### src/rtl/change_dispenser_pkg.sv
// Shared coin mapping, coin values and FSM encoding for the change dispenser.
// The coin bit order matches the vending core's coin_signal.
package change_dispenser_pkg;

    localparam int COIN_N      = 5;
    localparam int NICKEL_BIT  = 0;
    localparam int DIME_BIT    = 1;
    localparam int QUARTER_BIT = 2;
    localparam int HALF_BIT    = 3;
    localparam int DOLLAR_BIT  = 4;

    // Indexed by coin bit; values in cents.
    localparam int unsigned COIN_VALUE [COIN_N] = '{5, 10, 25, 50, 100};

    typedef logic [COIN_N-1:0] coin_vec_t;

    typedef enum logic [2:0] {
        ST_IDLE,
        ST_SELECT,
        ST_EJECT,
        ST_GAP,
        ST_DONE
    } state_t;

endpackage

### src/rtl/change_dispenser_if.sv
// Request/response bundle between the vending core and the change dispenser.
interface change_dispenser_if
    import change_dispenser_pkg::*;
#(
    parameter int AMT_W = 7,
    parameter int CNT_W = 5
);
    logic             req_valid;
    logic             req_ready;
    logic [AMT_W-1:0] req_amount;
    coin_vec_t        coin_avail;
    coin_vec_t        eject;
    logic             busy;
    logic             done;
    logic [AMT_W-1:0] shortfall;
    logic [CNT_W-1:0] coins_out;

    modport master (
        output req_valid, req_amount, coin_avail,
        input  req_ready, eject, busy, done, shortfall, coins_out
    );

    modport slave (
        input  req_valid, req_amount, coin_avail,
        output req_ready, eject, busy, done, shortfall, coins_out
    );
endinterface

### src/rtl/change_dispenser_coin_picker.sv
// Greedy coin choice: highest-value available coin that still fits the remainder.
module change_dispenser_coin_picker
    import change_dispenser_pkg::*;
#(
    parameter int AMT_W = 7
) (
    input  logic [AMT_W-1:0] remaining,
    input  coin_vec_t        coin_avail,
    output logic             found,
    output coin_vec_t        coin,
    output logic [AMT_W-1:0] value
);

    coin_vec_t fits;

    // Compare at 32 bits so a coin wider than the amount field simply never fits.
    for (genvar gi = 0; gi < COIN_N; gi++) begin : g_fit
        assign fits[gi] = coin_avail[gi] && (COIN_VALUE[gi] <= 32'(remaining));
    end

    always_comb begin
        found = 1'b0;
        coin  = '0;
        value = '0;
        // Ascending scan; the last match (largest coin) wins.
        for (int i = 0; i < COIN_N; i++) begin
            if (fits[i]) begin
                found   = 1'b1;
                coin    = '0;
                coin[i] = 1'b1;
                value   = AMT_W'(COIN_VALUE[i]);
            end
        end
    end

endmodule

### src/rtl/change_dispenser.sv
// Change dispenser: accepts a change amount and ejects coins one per pulse,
// largest first, then reports the undispensed shortfall.
module change_dispenser
    import change_dispenser_pkg::*;
#(
    parameter int AMT_W     = 7,
    parameter int EJECT_GAP = 2,
    parameter int CNT_W     = 5
) (
    input logic               clk,
    input logic               reset,
    change_dispenser_if.slave bus
);

    localparam int GAP_W = (EJECT_GAP > 1) ? $clog2(EJECT_GAP) : 1;

    state_t           state_reg;
    logic [AMT_W-1:0] remaining_reg;
    logic [GAP_W-1:0] gap_cnt_reg;
    coin_vec_t        eject_reg;
    logic             ready_reg;
    logic             busy_reg;
    logic             done_reg;
    logic [AMT_W-1:0] shortfall_reg;
    logic [CNT_W-1:0] coins_reg;

    logic             pick_found;
    coin_vec_t        pick_coin;
    logic [AMT_W-1:0] pick_value;

    // Availability is read live so a coin running out mid-request affects later picks only.
    change_dispenser_coin_picker #(.AMT_W(AMT_W)) u_picker (
        .remaining  (remaining_reg),
        .coin_avail (bus.coin_avail),
        .found      (pick_found),
        .coin       (pick_coin),
        .value      (pick_value)
    );

    always_ff @(posedge clk or negedge reset) begin
        if (!reset) begin
            state_reg     <= ST_IDLE;
            remaining_reg <= '0;
            gap_cnt_reg   <= '0;
            eject_reg     <= '0;
            ready_reg     <= 1'b1;
            busy_reg      <= 1'b0;
            done_reg      <= 1'b0;
            shortfall_reg <= '0;
            coins_reg     <= '0;
        end else begin
            case (state_reg)
                ST_IDLE: begin
                    if (bus.req_valid) begin
                        remaining_reg <= bus.req_amount;
                        coins_reg     <= '0;
                        ready_reg     <= 1'b0;
                        busy_reg      <= 1'b1;
                        state_reg     <= ST_SELECT;
                    end
                end
                ST_SELECT: begin
                    // A zero remainder never finds a coin, so it ends with shortfall 0.
                    if (pick_found) begin
                        remaining_reg <= remaining_reg - pick_value;
                        eject_reg     <= pick_coin;
                        if (coins_reg != '1) begin
                            coins_reg <= coins_reg + 1'b1;
                        end
                        state_reg     <= ST_EJECT;
                    end else begin
                        shortfall_reg <= remaining_reg;
                        done_reg      <= 1'b1;
                        state_reg     <= ST_DONE;
                    end
                end
                ST_EJECT: begin
                    eject_reg <= '0;
                    if (EJECT_GAP > 0) begin
                        gap_cnt_reg <= GAP_W'(EJECT_GAP - 1);
                        state_reg   <= ST_GAP;
                    end else begin
                        state_reg <= ST_SELECT;
                    end
                end
                ST_GAP: begin
                    if (gap_cnt_reg == '0) begin
                        state_reg <= ST_SELECT;
                    end else begin
                        gap_cnt_reg <= gap_cnt_reg - 1'b1;
                    end
                end
                ST_DONE: begin
                    done_reg  <= 1'b0;
                    busy_reg  <= 1'b0;
                    ready_reg <= 1'b1;
                    state_reg <= ST_IDLE;
                end
                default: begin
                    state_reg <= ST_IDLE;
                end
            endcase
        end
    end

    assign bus.req_ready = ready_reg;
    assign bus.eject     = eject_reg;
    assign bus.busy      = busy_reg;
    assign bus.done      = done_reg;
    assign bus.shortfall = shortfall_reg;
    assign bus.coins_out = coins_reg;

endmodule

### src/flat_wrapper.sv
// flat-port wrapper written by rule: the top's interface ports become plain ports
module change_dispenser_flat import change_dispenser_pkg::*;
#(
    parameter int AMT_W     = 7,
    parameter int EJECT_GAP = 2,
    parameter int CNT_W     = 5
)
  (clk, reset, bus_req_valid, bus_req_amount, bus_coin_avail, bus_req_ready, bus_eject, bus_busy, bus_done, bus_shortfall, bus_coins_out);
  change_dispenser_if #(.AMT_W(AMT_W), .CNT_W(CNT_W)) bus_i ();
  input logic clk;
  input logic reset;
  input wire logic [$bits(bus_i.req_valid)-1:0] bus_req_valid;
  input wire logic [$bits(bus_i.req_amount)-1:0] bus_req_amount;
  input wire logic [$bits(bus_i.coin_avail)-1:0] bus_coin_avail;
  output wire logic [$bits(bus_i.req_ready)-1:0] bus_req_ready;
  output wire logic [$bits(bus_i.eject)-1:0] bus_eject;
  output wire logic [$bits(bus_i.busy)-1:0] bus_busy;
  output wire logic [$bits(bus_i.done)-1:0] bus_done;
  output wire logic [$bits(bus_i.shortfall)-1:0] bus_shortfall;
  output wire logic [$bits(bus_i.coins_out)-1:0] bus_coins_out;
  assign bus_i.req_valid = bus_req_valid;
  assign bus_i.req_amount = bus_req_amount;
  assign bus_i.coin_avail = bus_coin_avail;
  assign bus_req_ready = bus_i.req_ready;
  assign bus_eject = bus_i.eject;
  assign bus_busy = bus_i.busy;
  assign bus_done = bus_i.done;
  assign bus_shortfall = bus_i.shortfall;
  assign bus_coins_out = bus_i.coins_out;
  change_dispenser #(.AMT_W(AMT_W), .EJECT_GAP(EJECT_GAP), .CNT_W(CNT_W)) u_core (.clk(clk), .reset(reset), .bus(bus_i));
endmodule
### config.mk
export PLATFORM = sky130hd
export DESIGN_NAME = change_dispenser_flat
export DESIGN_NICKNAME = d
export VERILOG_FILES = /design/src/rtl/change_dispenser_pkg.sv /design/src/rtl/change_dispenser_if.sv /design/src/rtl/change_dispenser_coin_picker.sv /design/src/rtl/change_dispenser.sv /design/src/flat_wrapper.sv
export SDC_FILE = /design/constraint.sdc
export NUM_CORES = 1
export LEC_CHECK = 0
export CELL_PAD_IN_SITES_DETAIL_PLACEMENT = 1
export CELL_PAD_IN_SITES_GLOBAL_PLACEMENT = 1
export CORE_MARGIN = 2
export CORE_UTILIZATION = 36
export CTS_CLUSTER_DIAMETER = 120
export DETAILED_ROUTE_END_ITERATION = 10
export GPL_TIMING_DRIVEN = 0
export PLACE_DENSITY_LB_ADDON = 0.15
export SYNTH_ARGS = -nofsm -noshare
export SYNTH_HDL_FRONTEND = slang
export SYNTH_SLANG_ARGS = --single-unit
### constraint.sdc
create_clock -name clk -period 2.9 [get_ports clk]
set_input_delay 0.29 -clock clk [delete_from_list [all_inputs] [get_ports clk]]
set_output_delay 0.29 -clock clk [all_outputs]
set_load 0.01 [all_outputs]
==> load_flow_metrics.sql <==
INSERT INTO impl_metrics (metric_group, metric, value, unit) VALUES
('outcome', 'run_status', 'complete, but fails checks', ''),
('critical_path', 'path_max_fanout', '7', ''),
('synthesis', 'synthDistinctLibCells', '45', ''),
('synthesis', 'synth.net_count', '208', ''),
('grt', 'grt_pass1_wl', '8.89', 'mm'),
('synthesis', 'syn-cell-area', '0.00182', 'sq mm'),
('finish', 'postLayoutCoreUtil', '51.9', '%'),
('routing', 'dr.pass1.iters', '4', ''),
('routing', 'drt_iter0_markers', '65', ''),
('grt', 'globalRouteOverflowTotal', '0', ''),
('grt', 'grt_max_degree', '32', ''),
('cts', 'cts.path.max_buffers', '2', ''),
('critical_path', 'cp.arrival', '3.17', 'ns'),
('critical_path', 'worstSetupPathType', 'flip-flop to flip-flop', ''),
('floorplan', 'io_pins', '35', ''),
('timing', 'setup_viol_count_final', '1', ''),
('synthesis', 'synthTopCellsByArea', 'sky130_fd_sc_hd__dfrtp_1 (41%), sky130_fd_sc_hd__mux2_2 (5.6%), sky130_fd_sc_hd__ha_1 (5.5%)', ''),
('cts', 'reg_clk_slew_reported_paths', '0.07', 'ns'),
('place', 'place_hpwl', '3.82', 'mm'),
('timing', 'finalCriticalPeriod', '3.05', 'ns'),
('grt', 'overall_track_demand_over_capacity_in_global_routing', '21.2', '%'),
('floorplan', 'fp.dieArea', '0.00565', 'sq mm'),
('synthesis', 'synthesis.yosys.warnings', '0', ''),
('routing', 'drtAntennaViolNets', '0', ''),
('synthesis', 'avgSynthCellArea', '9.91', 'sq um'),
('place', 'io_buffers', '34', ''),
('floorplan', 'die_w', '75.2', 'um'),
('outcome', 'failed_checks', 'setup timing', ''),
('timing', 'setup_ws', '-0.151', 'ns'),
('routing', 'dr_total_vias', '1640', ''),
('timing', 'hold_viol_final', '0', ''),
('power', 'cellLeakagePower', '1.11', 'nW'),
('routing', 'routedWlPerCell', '17.8', 'um'),
('synthesis', 'postSynthRegisterBits', '31', ''),
('flow_run', 'max-cap-violations', '0', ''),
('critical_path', 'worst_ep_required_time', '3.02', 'ns'),
('floorplan', 'die_y', '75.2', 'um'),
('finish', 'area_growth', '37.3', '%'),
('grt', 'grt_antenna_before_repair', '0', ''),
('timing', 'final_min_period_over_clock_period', '105', '%'),
('timing', 'hold_ws', '0.0656', 'ns'),
('synthesis', 'yosysSeqAreaShare', '42.6', '%'),
('place', 'gp_congestion', '0.863', ''),
('routing', 'totalWireLength', '5.46', 'mm'),
('power', 'power_density', '1230', 'mW/mm^2'),
('timing', 'max-slew-margin-rel', '31.0', '%'),
('cts', 'tritoncts_clock_tree', 'built', ''),
('timing', 'timing.clock.skew', '0.00774', 'ns'),
('timing', 'grt_setup_unrepaired', 'yes', ''),
('routing', 'drc', '0', ''),
('synthesis', 'yosys_top_cell_area_share', '41.2', '%'),
('hold_path', 'hp-class', 'input pin to async pin', ''),
('critical_path', 'cp-end-kind', 'flip-flop', ''),
('synthesis', 'synth_top_cells_by_count', 'sky130_fd_sc_hd__dfrtp_1 (30), sky130_fd_sc_hd__nand2_1 (17), sky130_fd_sc_hd__o21ai_0 (16), sky130_fd_sc_hd__inv_1 (13), sky130_fd_sc_hd__mux2_2 (9)', ''),
('cts', 'clock_tree.htree_level_count', '2', ''),
('floorplan', 'core_region_area', '0.00482', 'sq mm'),
('cts', 'tritoncts.num_buffers', '5', ''),
('critical_path', 'startpoint_type', 'flip-flop', ''),
('synthesis', 'synthesis.instances', '184', ''),
('routing', 'via_count_normalized_by_instance_count', '5.36', ''),
('cts', 'later_pin_clock_latency_in_the_skew_report', '0.29', 'ns'),
('floorplan', 'placement_rows', '25', ''),
('grt', 'via_count_of_the_first_global_routing_pass', '1789', ''),
('synthesis', 'ys_async_rst_share', '100', '%'),
('synthesis', 'yosysTopAreaCell', 'sky130_fd_sc_hd__dfrtp_1', ''),
('power', 'worst_ir_drop_vdd', '0.544', 'mV'),
('timing', 'tightestPinTransition', '1.03', 'ns'),
('synthesis', 'synth_enable_flop_cells', '0', ''),
('floorplan', 'floorplan.initialDensity', '37.8', '%'),
('timing', 'timing.fmax', '328', 'MHz'),
('timing', 'final_max_slew_viol_count', '0', ''),
('finish', 'antenna-diode-count', '0', ''),
('synthesis', 'synth_ff_type', 'sky130_fd_sc_hd__dfrtp_1', ''),
('finish', 'nFillCells', '580', ''),
('synthesis', 'post-synth-top-count-cell', 'sky130_fd_sc_hd__dfrtp_1', ''),
('cts', 'cts_root_buf', 'sky130_fd_sc_hd__clkbuf_8', ''),
('finish', 'drive_gt1_share', '24.3', '%'),
('finish', 'design.final.nets', '262', ''),
('cts', 'clock_sink_count', '31', '');
==> layer usage <==
layer  track usage, %  vias to the layer above  share of wire, %
li1                 -                      785                 -
met1             26.9                      823                45
met2             36.9                       26                52
met3             4.15                        6               2.7
met4             6.04                        0               1.1
met5                0                        -                 0
==> layout make-up <==
cell class | instances | area [sq um] | area share [%]
multi-input cells | 136 | 1050 | 41.8
inverters | 13 | 48.8 | 1.95
flip-flops and latches | 31 | 783 | 31.3
well taps | 67 | 83.8 | 3.35
repair buffers | 47 | 433 | 17.3
plain buffers | 4 | 16.3 | 0.650
clock inverters | 1 | 5.00 | 0.200
clock buffers | 7 | 86.3 | 3.45
==> kinds of logic after synthesis <==
kind of cell,after synthesis,synth area share (%)
and+or+nand+nor,58,17.3
AOI/OAI and AO/OA,54,21.1
DFF,31,42.6
buffers and inverters,17,3.57
muxes,14,8.30
adders and majority gates,9,6.59
xor gates and xnor gates,1,0.481
==> where the power goes <==
part	switching, W	internal (W)
clock	0.000165	0.000191
combinational	0.000963	0.000940
sequential	0.000181	0.000628
==> what timing repair did <==
| item | CTS | global route |
|---|---|---|
| gates cloned | 0 | 0 |
| endpoints found under the setup margin | 3 | 3 |
| buffers inserted | 8 | 5 |
| hold buffers | 0 | 0 |
| resized for setup | 13 | 7 |
| pin swaps | 6 | 5 |
==> path summary, 6_finish.rpt <==
kind | from | endpoint | slack, ns | depth (start not counted)
worst max-delay path | u_core.remaining_reg[4] | u_core.remaining_reg[6] | -0.15 | 10
worst min-delay path | reset | u_core.remaining_reg[5] | 0.07 | 1
worst max register to register | u_core.remaining_reg[4] | u_core.remaining_reg[6] | -0.15 | 10
worst min register to register | u_core.gap_cnt_reg | u_core.gap_cnt_reg | 0.48 | 2
max in group asynchronous | reset | u_core.remaining_reg[1] | 2.33 | 1
min in group clk | u_core.gap_cnt_reg | u_core.gap_cnt_reg | 0.48 | 2
==> through the flow <==
stage | cells | TNS (ns) | area [sq um] | total power [W] | setup slack (ns)
finish | 306 | -0.151 | 2500 | 0.00307 | -0.151
global route | 306 | -0.476 | 2500 | 0.00335 | -0.295
CTS | 301 | -0.115 | 2440 | 0.00297 | -0.115
detailed placement | 285 | -0.860 | 2240 | 0.00246 | -0.382
global placement | 285 | -0.617 | 2250 | 0.00236 | -0.343
floorplan | 184 | 0 | 1820 | 0.00187 | 0.0459
==> cells in the final DEF, fill, tap and decap left out, drive strengths merged, types with 5 or more instances in the layout <==
cell / instances
o21a: 6
o21ai: 18
o31a: 5
dfrtp: 30
nand2: 17
mux2i: 5
mux2: 9
clkbuf: 10
inv: 13
nor2: 7
clkdlybuf4s50: 33
buf: 15
ha: 8
==> critical path, stage by stage, from the launching register on <==
cell,delay (ns)
sky130_fd_sc_hd__dfrtp_2,0.46
sky130_fd_sc_hd__or3_4,0.42
sky130_fd_sc_hd__o21ai_4,0.17
sky130_fd_sc_hd__nor2b_4,0.20
sky130_fd_sc_hd__a31oi_1,0.10
sky130_fd_sc_hd__ha_1,0.36
sky130_fd_sc_hd__nor2b_2,0.18
sky130_fd_sc_hd__o31a_1,0.35
sky130_fd_sc_hd__o31a_1,0.28
sky130_fd_sc_hd__o311ai_2,0.23
sky130_fd_sc_hd__a32oi_1,0.14
No activity file was read; power rests on OpenSTA's default activity.
